## src/rtl/joint_scan_pkg.sv

```systemverilog
// Shared types and constants for the joint scan controller: FSM state encoding
// and the default joint position limits (10-bit ADC scale).
package joint_scan_pkg;

    localparam int POS_W = 10;

    localparam logic [POS_W-1:0] DEF_MIN_POS = 10'd228;
    localparam logic [POS_W-1:0] DEF_CENTER  = 10'd529;
    localparam logic [POS_W-1:0] DEF_MAX_POS = 10'd830;

    typedef enum logic [2:0] {
        S_IDLE,
        S_START,
        S_WAIT,
        S_UPDATE,
        S_NEXT
    } scan_state_e;

endpackage

```

## src/rtl/joint_scan_ctrl_pos_step.sv

```systemverilog
// Combinational position update: clamp the sample, apply the deadband and move
// the joint one STEP toward the stick, saturating at the travel limits.
module pos_step
    import joint_scan_pkg::*;
#(
    parameter logic [POS_W-1:0] MIN_POS   = DEF_MIN_POS,
    parameter logic [POS_W-1:0] MAX_POS   = DEF_MAX_POS,
    parameter logic [POS_W-1:0] CENTER    = DEF_CENTER,
    parameter logic [POS_W-1:0] DEAD_BAND = 10'd30,
    parameter logic [POS_W-1:0] STEP      = 10'd4
) (
    input  logic [POS_W-1:0] sample,
    input  logic [POS_W-1:0] pos,
    output logic [POS_W-1:0] new_pos
);

    logic [POS_W:0] s_clamped;
    logic [POS_W:0] hi_edge;
    logic [POS_W:0] lo_edge;
    logic [POS_W:0] pos_up;
    logic [POS_W:0] down_floor;

    // One extra bit on every intermediate keeps sums and band edges from wrapping.
    always_comb begin
        if (sample < MIN_POS) begin
            s_clamped = {1'b0, MIN_POS};
        end else if (sample > MAX_POS) begin
            s_clamped = {1'b0, MAX_POS};
        end else begin
            s_clamped = {1'b0, sample};
        end

        hi_edge    = {1'b0, CENTER} + {1'b0, DEAD_BAND};
        lo_edge    = {1'b0, CENTER} - {1'b0, DEAD_BAND};
        pos_up     = {1'b0, pos} + {1'b0, STEP};
        down_floor = {1'b0, MIN_POS} + {1'b0, STEP};

        new_pos = pos;
        if (s_clamped > hi_edge) begin
            new_pos = (pos_up > {1'b0, MAX_POS}) ? MAX_POS : pos_up[POS_W-1:0];
        end else if (s_clamped < lo_edge) begin
            new_pos = ({1'b0, pos} < down_floor) ? MIN_POS : (pos - STEP);
        end
    end

endmodule

```

## src/rtl/joint_scan_ctrl.sv

```systemverilog
// Periodic joystick scanner: one ADC conversion per joint each tick, stepping
// every joint position. Define ADC_TIMEOUT_EN to bound the wait for adc_done.
module joint_scan_ctrl
    import joint_scan_pkg::*;
#(
    parameter int               NUM_JOINTS = 4,
    parameter logic [POS_W-1:0] MIN_POS    = DEF_MIN_POS,
    parameter logic [POS_W-1:0] MAX_POS    = DEF_MAX_POS,
    parameter logic [POS_W-1:0] CENTER     = DEF_CENTER,
    parameter logic [POS_W-1:0] DEAD_BAND  = 10'd30,
    parameter logic [POS_W-1:0] STEP       = 10'd4,
    parameter int               TICK_DIV   = 50000,
    parameter int               TIMEOUT    = 1023
) (
    input  logic                        CLK,
    input  logic                        SW1_N,
    output logic                        adc_start,
    output logic [2:0]                  adc_ch,
    input  logic                        adc_done,
    input  logic [POS_W-1:0]            adc_data,
    output logic [NUM_JOINTS*POS_W-1:0] o_pos,
    output logic                        o_update,
    output logic                        o_busy,
    output logic                        o_overrun,
    output logic                        o_err
);

    localparam int CNT_W  = (TICK_DIV > 1) ? $clog2(TICK_DIV) : 1;
    localparam int WAIT_W = (TIMEOUT > 1) ? $clog2(TIMEOUT + 1) : 1;
`ifdef ADC_TIMEOUT_EN
    localparam bit TIMEOUT_EN = 1'b1;
`else
    localparam bit TIMEOUT_EN = 1'b0;
`endif

    logic [1:0] rst_sync_q, rst_sync_d;
    logic       rst_n;

    // Reset asserts asynchronously but releases only after two CLK edges.
    always_comb rst_sync_d = {rst_sync_q[0], 1'b1};

    always_ff @(posedge CLK or negedge SW1_N) begin
        if (!SW1_N) begin
            rst_sync_q <= 2'b00;
        end else begin
            rst_sync_q <= rst_sync_d;
        end
    end

    assign rst_n = rst_sync_q[1];

    scan_state_e       state_q, state_d;
    logic [2:0]        j_q, j_d;
    logic [CNT_W-1:0]  cnt_q, cnt_d;
    logic [WAIT_W-1:0] wait_q, wait_d;
    logic [POS_W-1:0]  sample_q, sample_d;
    logic [POS_W-1:0]  pos_q [NUM_JOINTS];
    logic [POS_W-1:0]  pos_d [NUM_JOINTS];
    logic              start_q, start_d;
    logic              update_q, update_d;
    logic              busy_q, busy_d;
    logic              overrun_q, overrun_d;
    logic              err_q, err_d;
    logic              tick;
    logic [POS_W-1:0]  pos_cur;
    logic [POS_W-1:0]  pos_next;

    assign tick = (cnt_q == CNT_W'(TICK_DIV - 1));

    always_comb begin
        pos_cur = pos_q[0];
        for (int i = 0; i < NUM_JOINTS; i++) begin
            if (j_q == 3'(i)) pos_cur = pos_q[i];
        end
    end

    pos_step #(
        .MIN_POS  (MIN_POS),
        .MAX_POS  (MAX_POS),
        .CENTER   (CENTER),
        .DEAD_BAND(DEAD_BAND),
        .STEP     (STEP)
    ) u_pos_step (
        .sample (sample_q),
        .pos    (pos_cur),
        .new_pos(pos_next)
    );

    always_comb begin
        state_d   = state_q;
        j_d       = j_q;
        cnt_d     = tick ? '0 : cnt_q + 1'b1;
        wait_d    = wait_q;
        sample_d  = sample_q;
        pos_d     = pos_q;
        start_d   = 1'b0;
        update_d  = 1'b0;
        err_d     = err_q;
        // A tick that lands mid-scan is dropped, never queued.
        overrun_d = overrun_q | (tick && (state_q != S_IDLE));

        case (state_q)
            S_IDLE: begin
                if (tick) begin
                    state_d = S_START;
                    j_d     = 3'd0;
                    start_d = 1'b1;
                end
            end
            S_START: begin
                state_d = S_WAIT;
                wait_d  = '0;
            end
            S_WAIT: begin
                if (adc_done) begin
                    sample_d = adc_data;
                    state_d  = S_UPDATE;
                end else if (TIMEOUT_EN && (wait_q == WAIT_W'(TIMEOUT - 1))) begin
                    err_d   = 1'b1;
                    state_d = S_NEXT;
                end else if (TIMEOUT_EN) begin
                    wait_d = wait_q + 1'b1;
                end
            end
            S_UPDATE: begin
                for (int i = 0; i < NUM_JOINTS; i++) begin
                    if (j_q == 3'(i)) pos_d[i] = pos_next;
                end
                state_d = S_NEXT;
            end
            S_NEXT: begin
                if (j_q == 3'(NUM_JOINTS - 1)) begin
                    state_d  = S_IDLE;
                    update_d = 1'b1;
                end else begin
                    j_d     = j_q + 3'd1;
                    state_d = S_START;
                    start_d = 1'b1;
                end
            end
            default: state_d = S_IDLE;
        endcase

        busy_d = (state_d != S_IDLE);
    end

    always_ff @(posedge CLK or negedge rst_n) begin
        if (!rst_n) begin
            state_q   <= S_IDLE;
            j_q       <= 3'd0;
            cnt_q     <= '0;
            wait_q    <= '0;
            sample_q  <= CENTER;
            for (int i = 0; i < NUM_JOINTS; i++) pos_q[i] <= CENTER;
            start_q   <= 1'b0;
            update_q  <= 1'b0;
            busy_q    <= 1'b0;
            overrun_q <= 1'b0;
            err_q     <= 1'b0;
        end else begin
            state_q   <= state_d;
            j_q       <= j_d;
            cnt_q     <= cnt_d;
            wait_q    <= wait_d;
            sample_q  <= sample_d;
            pos_q     <= pos_d;
            start_q   <= start_d;
            update_q  <= update_d;
            busy_q    <= busy_d;
            overrun_q <= overrun_d;
            err_q     <= err_d;
        end
    end

    for (genvar g = 0; g < NUM_JOINTS; g++) begin : g_pos
        assign o_pos[POS_W*g +: POS_W] = pos_q[g];
    end

    assign adc_start = start_q;
    assign adc_ch    = j_q;
    assign o_update  = update_q;
    assign o_busy    = busy_q;
    assign o_overrun = overrun_q;
    assign o_err     = err_q;

endmodule

```

## config.mk

```make
export PLATFORM = sky130hd
export DESIGN_NAME = joint_scan_ctrl
export DESIGN_NICKNAME = d
export VERILOG_FILES = /design/src/rtl/joint_scan_pkg.sv /design/src/rtl/joint_scan_ctrl_pos_step.sv /design/src/rtl/joint_scan_ctrl.sv
export SDC_FILE = /design/constraint.sdc
export NUM_CORES = 1
export LEC_CHECK = 0
export BUFFER_PORTS_ARGS = -buffer_cell sky130_fd_sc_hd__buf_2
export CAP_MARGIN = 10
export CORE_UTILIZATION = 40
export DETAILED_ROUTE_END_ITERATION = 7
export SYNTH_ARGS = -nofsm -noshare
export SYNTH_HDL_FRONTEND = slang
export SYNTH_SLANG_ARGS = --single-unit
```

## constraint.sdc

```tcl
create_clock -name CLK -period 3.1 [get_ports CLK]
set_input_delay 0.31 -clock CLK [delete_from_list [all_inputs] [get_ports CLK]]
set_output_delay 0.31 -clock CLK [all_outputs]
set_load 0.01 [all_outputs]
```

Word level (Yosys, flattened, before mapping)
Index checks and enable logic that the tools add are counted.
Word-level totals
  bits in registers: 78
  input port bits: 13
  output and inout port bits: 48
Operators by class
  add/sub/neg operators: 4
  $lt $le $gt $ge: 6
  eq/ne operators: 10
  muxes and demuxes: 22
  bitwise operators: 1
  reductions and logical operators: 12
Operators with widths (number)
  $mux 10: 8
  $gt 11x10->1 const B: 2
  $lt 10x8->1 const B: 2
  $add 16x1->16 const B: 1
  $eq 16x16->1 const B: 1
  $mux 16: 1
  $pmux 3 s5: 1
  $eq 3x2->1 const B: 4
  $mux 3: 4
  $add 10x3->11 const B: 1
  $lt 11x9->1 const B: 1
  $mux 11: 1
  $gt 10x10->1 const B: 1
  $reduce_and 2->1: 5
  $sub 10x3->10 const B: 1
  $eq 3x1->1 const B: 2
  $logic_not 3->1: 2
  $pmux 3 s2: 1
  $reduce_bool 3->1: 2
  $mux 1: 5
  $ne 2x2->1 const B: 2
  $add 3x1->3 const B: 1
  $eq 3x3->1 const B: 1
  $reduce_and 3->1: 1
  other kinds (4): 4

Depth between registers and ports, before layout
Gate-level depths: netlist (run 1).
  word-level depth: 8
  mapped depth: 17

Hierarchy
A second synthesis (run 1) with hierarchy kept.
Second synthesis, totals
  cell total of the unflattened synthesis: 398
  area, all modules: 4195.3 um^2
By module, submodules not included
  joint_scan_ctrl: instances 1, cells each 287, area each 3483.3 um^2, seq. area each 1970.6 um^2
  pos_step: instances 1, cells each 111, area each 711.9 um^2, seq. area each 0.0 um^2

Worst setup path after synthesis (run 1)
No wires, ideal clock.
  path type: flip-flop to flip-flop
  from: register j_q[2] (netlist: adc_ch[2])
  to: register pos_q (netlist bit o_pos[16])
  data arrival time: 3602 ps
  data required time: 3034 ps
  setup slack: -568 ps
  cell stages (with the launch flop): 18
  clock period less this slack: 3668 ps
  cell sequence: dfrtp_1 > buf_2 > inv_1 > ha_1 > buf_4 > buf_2 > clkbuf_1 > o31a_1 > nand2_1 > inv_1 > ha_1 > nand2_1 > a21oi_2 > a21oi_1 > o31a_1 > or4_1 > o221ai_2 > mux2_1
Between the ends
  longest elaborated chain between the ends: 8
Ends and longest elaborated chain
  from (decl): RTL line joint_scan_ctrl.sv:53  | logic [2:0] j_q, j_d;
  from (signal assigned): RTL line joint_scan_ctrl.sv:162  | j_q <= j_d;
  $eq 3x1->1: RTL line joint_scan_ctrl.sv:73, joint_scan_ctrl.sv:127
  $mux 10 (3 in series): RTL line joint_scan_ctrl.sv:73  | if (j_q == 3'(i)) pos_cur = pos_q[i];
  $add 10x3->11 (tied with other cells): RTL line joint_scan_ctrl_pos_step.sv:35  | pos_up = {1'b0, pos} + {1'b0, STEP};
  $gt 11x10->1 / $mux 10 (equally long branches): RTL line joint_scan_ctrl_pos_step.sv:40, joint_scan_ctrl_pos_step.sv:42
  $mux 10, on equally long branches: RTL line joint_scan_ctrl_pos_step.sv:40, joint_scan_ctrl_pos_step.sv:41
  $mux 10: RTL line joint_scan_ctrl_pos_step.sv:39  | if (s_clamped > hi_edge) begin
  to (signal assigned): RTL line joint_scan_ctrl.sv:166  | pos_q <= pos_d;
  to (decl): RTL line joint_scan_ctrl.sv:57  | logic [POS_W-1:0] pos_q [NUM_JOINTS];
Parallel ways exist; a longest one is shown, timed or not.
A chain may end at the register's enable or synchronous reset.

Worst setup path after layout (run 1)
  from: register j_q[0] (netlist: adc_ch[0])
  to: register pos_q (netlist bit o_pos[3])
Between the ends
  longest elaborated chain between the ends: 8
Ends and longest elaborated chain (RTL line)
  $eq 3x1->1: joint_scan_ctrl.sv:73
  $mux 10 (3 in series): joint_scan_ctrl.sv:73
  $add 10x3->11 (tied with other cells): joint_scan_ctrl_pos_step.sv:35
  $gt 11x10->1 / $mux 10 (equally long branches): joint_scan_ctrl_pos_step.sv:40, joint_scan_ctrl_pos_step.sv:42
  $mux 10, on equally long branches: joint_scan_ctrl_pos_step.sv:40, joint_scan_ctrl_pos_step.sv:41
  $mux 10: joint_scan_ctrl_pos_step.sv:39
Parallel ways exist; a longest one is shown, timed or not.

==> results.md, run 1 <==
* Hold WS at 0.198 ns
* CP required at 3.32 ns
* Crit. End Element: flop
* Clock-pin transition on the worst setup and hold timing paths at 0.06 ns
* GRT Resource Usage Total at 23.5%
* Port bufs at 59
* IO Count at 61
* Post-DP HPWL at 9.37 mm
* Gate Count Post-Synth at 457
* Static Leakage at 2.67 nW
* Drt initial violations at 201
* Least-Margin Pin Slew at 0.870 ns
* Synth Flop Type: dfrtp_1
* Net Count, Synth at 478
* Setup crit start kind: flop
* RSZ-0062 raised after global routing: true
* Initial antenna violation count at 0
* DRT Pass-1 Iters at 5
* YS warnings at 0
* Count leader, synth: dfrtp_1
* CP Class: flop to flop
* CTS tree: yes
* Post-synth ARST share at 100%
* Clk Latency, worst-skew pair at 0.34 ns
* Clock root buffer master: clkbuf_16
* Htree depth at 3
* Part of the power in registers at 24.1%
* Violated checks: negative setup slack
* #FFs+latches synth at 78
* Final Skew at 0.00456 ns
* Core area at 10900 um2
* Routed WL at 12.9 mm
* Most frequent cells after synthesis: dfrtp_1 (63), nor2_1 (48), nand2_1 (35)
* Full die area at 11700 um2
* Clk pwr share at 16.0%
* Final-stage net count at 589
* Total power at 0.00712 W
* # diodes at 0
* Row count at 38
* R2R Setup Slk at -0.04 ns
* Worst-case vdd ir drop at 0.526 mV
* Status: finished with violations
* Final estimated routing congestion in global placement at 0.910
* Vias in the first global route at 3891
* Die H at 108 um
* Area Overhead vs Synth at 31.4%
* Power per cell area at 1200 nW/um2
* Fmax achieved at 318 MHz
* Starting density of the core at 41.3%
* Fillers at 994
* Synth Cell Area at 4510 um2
* Ratio of cells with drive above 1 in the final layout at 41.4%
* Wire length per cell at 18.1 um
* Final Cycle Share at 101%
* Max Cap Viol at 0
* Sw Pwr at 0.00307 W
* Place WS at -0.0756 ns
* Post-DR vias/cell at 5.55
* Seq/Total Area, Yosys at 43.7%
* CTS Buf Count at 9
* Final min period at 3.14 ns
* Non-filler cells, final at 713
* First-pass GRT wire length at 20.6 mm
* CTS Sinks at 78
* Post-route ant nets at 0
* Hold Crit Class: primary input to flop
* Comb pwr share at 59.9%
* Setup_tns at -0.159 ns
* Global route overflow at 0
* Synth cell types at 73
* Final setup vio count at 4
* Sw Ratio at 43.1%
* Placed cells at 690
* Largest net degree at the start of global routing at 40
* Number of flops mapped to enable cells by yosys at 0
* Final worst slack at -0.0443 ns
* Int Power at 0.00405 W
* CTS Buffer Depth at 2
* Cell taking the most area after synthesis: dfrtp_1
* Final hold vios at 0
* DRC viols at 0
* Avg Inst Size Synth at 9.88 um2
* Relative slew slack at 42.0%
* Main area contributors after synthesis: dfrtp_1 (35%), dfstp_2 (8.7%), mux2_2 (7.5%)
* Synth top area share at 34.9%
* Worst-path fanout max at 6
* Total number of vias at 3958
* CP arrival at 3.37 ns
* Pins Over Slew Limit at 0
* Die width at 108 um
==> area by class of cell <==
cell class              count  area, um2  area share [%]
flip-flops and latches     78       1980            33.3
repair buffers            119        768            13.0
well taps                 140        175            2.95
clock inverters             3       68.8            1.16
inverters                  12       47.5           0.802
clock buffers              13        250            4.22
multi-input cells         348       2650            44.6
==> kinds of logic after synthesis <==
family                     Yosys count  synth area share [%]
and+or+nand+nor                    189                  21.9
AOI/OAI and AO/OA                   99                  17.2
DFF                                 78                  43.7
muxes                               35                  8.70
buffers and inverters               31                  3.19
xor gates and xnor gates            15                  2.91
adders and majority gates            8                  2.22
other                                2                 0.166
==> per-stage QoR <==
step           area, um2  utilization (%)
2_1_floorplan       4630                -
3_3_place_gp        5390             49.3
3_5_place_dp        5390             49.3
4_1_cts             5750             52.6
5_1_grt             5930             54.2
6_report            5930             54.2
==> path summary, 6_finish.rpt <==
kind | startpoint | end | cells after the start
min in group asynchronous | SW1_N | rst_sync_q[1] | 2
max | adc_ch[0] | o_pos[3] | 14
max reg2reg | adc_ch[0] | o_pos[3] | 14
min | adc_data[8] | sample_q[8] | 2
max in group asynchronous | rst_sync_q[1] | o_pos[9] | 1
min reg2reg | rst_sync_q[0] | rst_sync_q[1] | 0
==> critical path, cell delays in order (launching register included) <==
cell	delay, ns
dfrtp_2	0.44
inv_2	0.07
ha_4	0.19
and4bb_2	0.33
a2111oi_4	0.04
or2_4	0.27
inv_2	0.07
ha_4	0.14
nand2_4	0.05
a21oi_4	0.18
a21oi_2	0.05
o31a_1	0.34
o211ai_4	0.38
a41oi_4	0.19
mux2_2	0.30
==> power groups by stage <==
stage | combinational (W) | clock (W) | sequential, W
2_1_floorplan | 0.00242 | 0 | 0.00171
3_3_place_gp | 0.00387 | 0 | 0.00170
3_5_place_dp | 0.00387 | 0 | 0.00172
4_1_cts | 0.00393 | 0.00116 | 0.00171
5_1_grt | 0.00463 | 0.00121 | 0.00177
6_report | 0.00427 | 0.00114 | 0.00171
==> repair_timing <==
item / in CTS / in global routing
pin swaps: 5 / 13
hold endpoints to repair: 2 / 0
hold buffers: 1 / 0
gates resized for setup: 5 / 30
setup endpoints to repair: 27 / 40
buffers inserted: 1 / 7
==> routing by layer <==
metal / up-vias / global-route usage, % / part of all wire, %
met5: - / 0 / 0
met4: 0 / 8.51 / 1.6
met3: 16 / 5.18 / 5.1
met2: 116 / 35.6 / 46
met1: 1949 / 32.6 / 47
li1: 1877 / - / -
==> layout by cell type, fill, tap and decap left out, types with 9 or more instances in the layout <==
master	Yosys	layout
dfrtp_1	63	59
buf_2	4	59
buf_4	2	56
nor2_1	48	48
nand2_1	35	33
mux2_2	30	27
a21oi_1	27	24
nand3_1	24	23
dfstp_2	15	15
o21ai_0	12	12
and3_1	9	9
nor3_1	12	9
nand4_1	9	9
clkbuf_16	0	9
==> registers in the layout, indices dropped and copies added, names as in the netlist <==
name        count
cnt_q          16
o_overrun       1
adc_start       1
o_pos          40
adc_ch          3
o_update        1
sample_q       10
state_q         3
rst_sync_q      2
o_busy          1
No activity file was read; power rests on OpenSTA's default activity.
==> inputs of run 2 (changes only) <==
==> constraint.sdc (replaced) <==
create_clock -name CLK -period 3.7 [get_ports CLK]
set_input_delay 0.555 -clock CLK [delete_from_list [all_inputs] [get_ports CLK]]
set_output_delay 0.555 -clock CLK [all_outputs]
set_load 0.01 [all_outputs]
==> run 2 against run 1 <==
The run now ends clean. Die area unchanged. Count of clock-buffer cells in the layout unchanged. First-iteration DRC count decreased by 12%. Combinational power decreased by 32%. Sequential cell count unchanged.
==> results.md, run 2 (synthesized netlist as in run 1, its figures left out) <==
* # diodes at 0 (unchanged)
* Met2 routed WL at 5.60 mm (-6.6%)
* Clock-pin transition on the worst setup and hold timing paths at 0.06 ns (about the same)
* Drt initial violations at 177 (-12%)
* Largest net degree at the start of global routing at 41 (+2.5%)
* Setup crit start kind: flop
* Static Leakage at 2.47 nW (-7.4%)
* Clock root buffer master: clkbuf_16
* Total number of vias at 3759 (-5.0%)
* Ratio of cells with drive above 1 in the final layout at 32.3% (-9.1 points)
* Reg2reg path depth at 14 (unchanged)
* Status: complete, no violations
* Hold Crit Depth at 0 (-2)
* Post-DP HPWL at 8.87 mm (-5.3%)
* CTS Buffer Depth at 2 (unchanged)
* DRC viols at 0 (unchanged)
* Endpoint, Worst Hold: rst_sync_q[1]
* Place WS at 0.243 ns (+0.319 ns)
* CP arrival at 3.75 ns (+0.38 ns)
* Final hold vios at 0 (unchanged)
* CTS Buf Count at 9 (unchanged)
* RR Endpoint: o_pos[6]
* GRT Resource Usage Total at 21.7% (-1.8 points)
* Htree depth at 3 (unchanged)
* CP required at 3.97 ns (+0.65 ns)
* Total power at 0.00520 W (-27%)
* HP Start: rst_sync_q[0]
* Starting density of the core at 41.3% (unchanged)
* Final-stage net count at 558 (-5.3%)
* Met3 Wirelength at 660 um (-0.15%)
* Final worst slack at 0.225 ns (+0.269 ns)
* Max reg flops at 40 (unchanged)
* CP Class: flop to flop
* Relative slew slack at 43.3% (+1.3 points)
* Max Cap Viol at 0 (unchanged)
* Final setup vio count at 0 (-4)
* Placed cells at 665 (-3.6%)
* First-pass GRT wire length at 19.1 mm (-7.4%)
* Vias in the first global route at 3642 (-6.4%)
* DRT Pass-1 Iters at 5 (unchanged)
* Final min period at 3.47 ns (+0.331 ns)
* Clk Latency, worst-skew pair at 0.34 ns (about the same)
* CTS tree: yes
* Routed WL at 11.9 mm (-7.7%)
* Final Skew at 0.00698 ns (+0.00242 ns)
* Reg-to-Reg Start: adc_ch[1]
* Die H at 108 um (unchanged)
* Core area at 10900 um2 (unchanged)
* Metal-1 WL at 5.43 mm (-9.9%)
* Setup_tns at 0 ns (+0.159 ns)
* Area occupied by multi-input gates at 2430 um2 (-8.2%)
* Post-route ant nets at 0 (unchanged)
* IO Count at 61 (unchanged)
* Port bufs at 59 (unchanged)
* Most frequent cells in the layout: dfrtp_1 (62), buf_2 (59), nor2_1 (48)
* Power per cell area at 955 nW/um2 (-20%)
* Row count at 38 (unchanged)
* Top sig layer: met4
* Post-DR vias/cell at 5.51 (-0.71%)
* Crit. End Element: flop
* Non-filler cells, final at 682 (-4.3%)
* Full die area at 11700 um2 (unchanged)
* R2R Setup Slk at 0.23 ns (+0.27 ns)
* Area Overhead vs Synth at 20.5%
* Hold Crit Class: flop to flop
* Commonest non-fill, non-tap cell in the layout: dfrtp_1
* Final estimated routing congestion in global placement at 0.918 (+0.87%)
* Die width at 108 um (unchanged)
* Worst-case vdd ir drop at 0.355 mV (-33%)
* Least-Margin Pin Slew at 0.851 ns (-0.0193 ns)
* Pins Over Slew Limit at 0 (unchanged)
* Fillers at 1012 (+1.8%)
* FF/Latch Area at 1970 um2 (-0.19%)
* RSZ-0062 raised after global routing: false
* Hold WS at 0.371 ns (+0.173 ns)
* Postcts setup bufs at 0 (-1)
* Fmax achieved at 288 MHz (-9.5%)
* Final Cycle Share at 93.9% (-7.5 points)
* Worst-path fanout max at 6 (unchanged)
* CTS Sinks at 78 (unchanged)
* Initial antenna violation count at 0 (unchanged)
* Global route overflow at 0 (unchanged)
* Wire length per cell at 17.4 um (-3.5%)
run 2: cell count changes in the layout (fill, tap and decap cells not counted), moves of 3 or more:
cell     change
inv_1        +5
mux2_2       +3
mux2_1       +3
dfrtp_2      -3
nor3_1       +3
ha_4         -5
a21oi_1      +3
buf_4       -28
dfrtp_1      +3
ha_1         +3
inv_2        -4
mux2_4       -6
run 2: what timing repair did:
item / CTS / global route
setup endpoints to repair: 0 / 4
resized for setup: 0 / 3
hold endpoints to repair: 2 / 0
hold buffers: 1 / 0
run 2: cell type report:
| class | instances | share of cell area, % |
|---|---|---|
| tap | 140 | 3.22 |
| sequential | 78 | 36.3 |
| inverter | 12 | 0.828 |
| clock inverter | 3 | 0.805 |
| timing repair buffer | 88 | 9.48 |
| clock buffer | 13 | 4.78 |
| multi-input combinational | 348 | 44.6 |
run 2: critical path, stage by stage (launching register included):
cell,delay (ns)
dfrtp_1,0.43
inv_1,0.11
ha_1,0.29
and4bb_2,0.30
a2111oi_4,0.06
or2_2,0.34
inv_1,0.07
ha_1,0.17
nand2_1,0.07
a21oi_2,0.24
a21oi_1,0.07
o31a_1,0.31
or4_1,0.56
o221ai_2,0.23
mux2_1,0.17
run 2: worst max-delay path by stage:
stage,startpoint,end,slack [ns]
finish,adc_ch[1],o_pos[6],0.23
global route,adc_ch[1],o_pos[36],0.04
detailed placement,adc_ch[0],o_pos[35],0.24
floorplan,adc_ch[2],o_pos[16],0.03
global placement,adc_ch[0],o_pos[5],0.23
CTS,adc_ch[0],o_pos[35],0.22
run 2: power breakdown:
group | total (W) | switching, W | leakage, nW | internal (W)
sequential | 0.00140 | 0.000258 | 0.965 | 0.00114
combinational | 0.00289 | 0.00167 | 1.36 | 0.00122
clock | 0.000906 | 0.000345 | 0.150 | 0.000561
run 2: per-layer routing:
metal  track usage (%)  up-vias
met4              7.73        0
met3              5.18       13
met1              29.5     1828
met2              33.6       93
met5                 0        -
li1                  -     1825
run 2: metrics by stage:
stage / cell area (um2) / utilization (%)
2_1_floorplan: 4510 / -
4_1_cts: 5430 / 49.6
3_5_place_dp: 5110 / 46.7
5_1_grt: 5440 / 49.7
3_3_place_gp: 5110 / 46.7
6_report: 5440 / 49.7
==> inputs of run 3 (changes only) <==
--- a/config.mk
+++ b/config.mk
@@ -5,10 +5,10 @@
 export SDC_FILE = /design/constraint.sdc
 export NUM_CORES = 1
 export LEC_CHECK = 0
-export BUFFER_PORTS_ARGS = -buffer_cell sky130_fd_sc_hd__buf_2
 export CAP_MARGIN = 10
 export CORE_UTILIZATION = 40
 export DETAILED_ROUTE_END_ITERATION = 7
+export DONT_BUFFER_PORTS = 1
 export SYNTH_ARGS = -nofsm -noshare
 export SYNTH_HDL_FRONTEND = slang
 export SYNTH_SLANG_ARGS = --single-unit
==> run 3 against run 2 <==
Critical endpoint unchanged. Core utilization decreased by 2.8 points. Sequential share of layout area rose by 2.2 points. Via count down 5.2%. First-iteration DRC count rose by 16%. Critical path depth unchanged. Non-clock buffer count is 60 lower. Power down 3.5%. Clock skew is 0.0013 ns higher. Clock power down 2.9%. Die area unchanged.
==> results.md, run 3 (synthesized netlist as in run 1, its figures left out) <==
* Worst-case vdd ir drop at 0.308 mV (-13%)
* Post-route ant nets at 0 (unchanged)
* # diodes at 0 (unchanged)
* Fillers at 1031 (+1.9%)
* Comb pwr share at 52.0% (-3.6 points)
* Placed cells at 605 (-9.0%)
* Worst-path fanout max at 10 (+4)
* CTS tree: yes
* Most frequent cells in the layout: dfrtp_1 (62), nor2_1 (48), nand2_1 (35)
* Final Cycle Share at 94.2% (+0.28 points)
* Least-Margin Pin Slew at 0.951 ns (+0.100 ns)
* Postcts setup bufs at 0 (unchanged)
* Fin util at 46.9% (-2.8 points)
* Commonest non-fill, non-tap cell in the layout: dfrtp_1
* CP required at 3.97 ns (about the same)
* Max Cap Viol at 0 (unchanged)
* First-pass GRT wire length at 18.8 mm (-1.1%)
* Part of the power in registers at 30.4% (+3.4 points)
* Int Power at 0.00276 W (-5.6%)
* Clk Latency, worst-skew pair at 0.34 ns (about the same)
* Final hold vios at 0 (unchanged)
* HP Start: rst_sync_q[0]
* CP arrival at 3.76 ns (about the same)
* Routed WL at 11.6 mm (-2.7%)
* Htree depth at 3 (unchanged)
* Port bufs at 0 (-100%)
* Status: complete, no violations
* Final estimated routing congestion in global placement at 0.898 (-2.2%)
* Final-stage net count at 498 (-11%)
* DRC viols at 0 (unchanged)
* Setup crit start kind: flop
* Wire length per cell at 18.6 um (+6.7%)
* Max reg flops at 40 (unchanged)
* Fmax achieved at 287 MHz (-0.30%)
* CTS Buffer Depth at 2 (unchanged)
* Reg-to-Reg Start: adc_ch[1]
* CP Class: flop to flop
* Pins Over Slew Limit at 0 (unchanged)
* Die width at 108 um (unchanged)
* Clock root buffer master: clkbuf_16
* Power per cell area at 976 nW/um2 (+2.2%)
* RSZ-0062 raised after global routing: false
* Full die area at 11700 um2 (unchanged)
* Core area at 10900 um2 (unchanged)
* DRT Pass-1 Iters at 4 (-1)
* Die H at 108 um (unchanged)
* Post-DR vias/cell at 5.73 (+4.0%)
* Relative slew slack at 36.6% (-6.7 points)
* Largest net degree at the start of global routing at 77 (+88%)
* Total number of vias at 3565 (-5.2%)
* Hold Crit Class: flop to flop
* IO Count at 61 (unchanged)
* Row count at 38 (unchanged)
* CTS Sinks at 78 (unchanged)
* Post-DP HPWL at 8.56 mm (-3.5%)
* Crit. End Element: flop
* Global route overflow at 0 (unchanged)
* Sw Pwr at 0.00225 W (-0.86%)
* Final Skew at 0.00828 ns (+0.00130 ns)
* GRT Resource Usage Total at 21.3% (-0.41 points)
* Static Leakage at 2.18 nW (-12%)
* Non-filler cells, final at 622 (-8.8%)
* Clock-pin transition on the worst setup and hold timing paths at 0.06 ns (about the same)
* Vias in the first global route at 3543 (-2.7%)
* Crit path from: adc_ch[1]
* Starting density of the core at 41.3% (unchanged)
* Final setup vio count at 0 (unchanged)
* Ratio of cells with drive above 1 in the final layout at 24.1% (-8.2 points)
* Total power at 0.00501 W (-3.5%)
* Drt initial violations at 205 (+16%)
* Final min period at 3.49 ns (+0.0104 ns)
* Clk pwr share at 17.6% (+0.2 points)
* Setup_tns at 0 ns (unchanged)
* CTS Buf Count at 9 (unchanged)
* Area Overhead vs Synth at 13.7%
* Initial antenna violation count at 0 (unchanged)
* Sw Ratio at 44.9% (+1.2 points)
-- run 3: stage by stage --
stage	hold WS, ns	setup WS, ns	instance area, um2
after global routing	0.359	0.00405	5130
after CTS	0.352	0.150	5120
final	0.348	0.215	5130
after floorplan	0.259	0.0317	4510
after detailed placement	0.259	0.170	4810
after global placement	0.259	0.257	4810
-- run 3: critical path: stages (launching register included) --
cell       delay (ns)
dfrtp_1          0.41
ha_1             0.18
ha_2             0.27
buf_4            0.22
a2111oi_4        0.07
or2_2            0.34
inv_1            0.07
ha_1             0.16
nand2_1          0.07
a21oi_2          0.23
a21oi_1          0.07
o31a_1           0.30
or4_1            0.56
o221ai_2         0.28
mux2_1           0.20
-- run 3: layout make-up --
cell class              instances  area (um2)  area share [%]
clock inverters                 6        70.1            1.36
well taps                     140         175            3.41
flip-flops and latches         78        1970            38.5
repair buffers                 28         213            4.14
multi-input cells             348        2430            47.3
inverters                      12        45.0           0.877
clock buffers                  10         229            4.46
-- run 3: final timing paths --
kind	to	cells after the start	slack [ns]
max in group asynchronous	o_pos[36]	0	2.60
hold reg to reg	rst_sync_q[1]	0	0.35
setup reg to reg	o_pos[6]	14	0.21
hold / removal	rst_sync_q[1]	0	0.35
setup / recovery	o_pos[6]	14	0.21
min in group asynchronous	rst_sync_q[0]	1	0.45
-- run 3: repair_timing --
item / 4_1_cts / 5_1_grt
setup endpoints to repair: 0 / 23
endpoints found under the hold margin: 2 / 0
resized for setup: 0 / 3
hold buffers: 1 / 0
-- run 3: power groups by stage --
stage	logic [W]	registers (W)	clock network, W
after global routing	0.00286	0.00157	0.000938
after CTS	0.00257	0.00153	0.000908
after floorplan	0.00189	0.00143	0
after global placement	0.00255	0.00154	0
final	0.00261	0.00152	0.000880
after detailed placement	0.00255	0.00154	0
-- run 3: layer usage --
metal,part of all wire [%],GRT usage (%),wire length [um],vias up
met5,0,0,0,-
met4,1.8,7.63,210,0
met3,5.9,5.24,683,17
met2,47,33.5,5410,77
met1,46,28.4,5270,1762
li1,-,-,-,1709
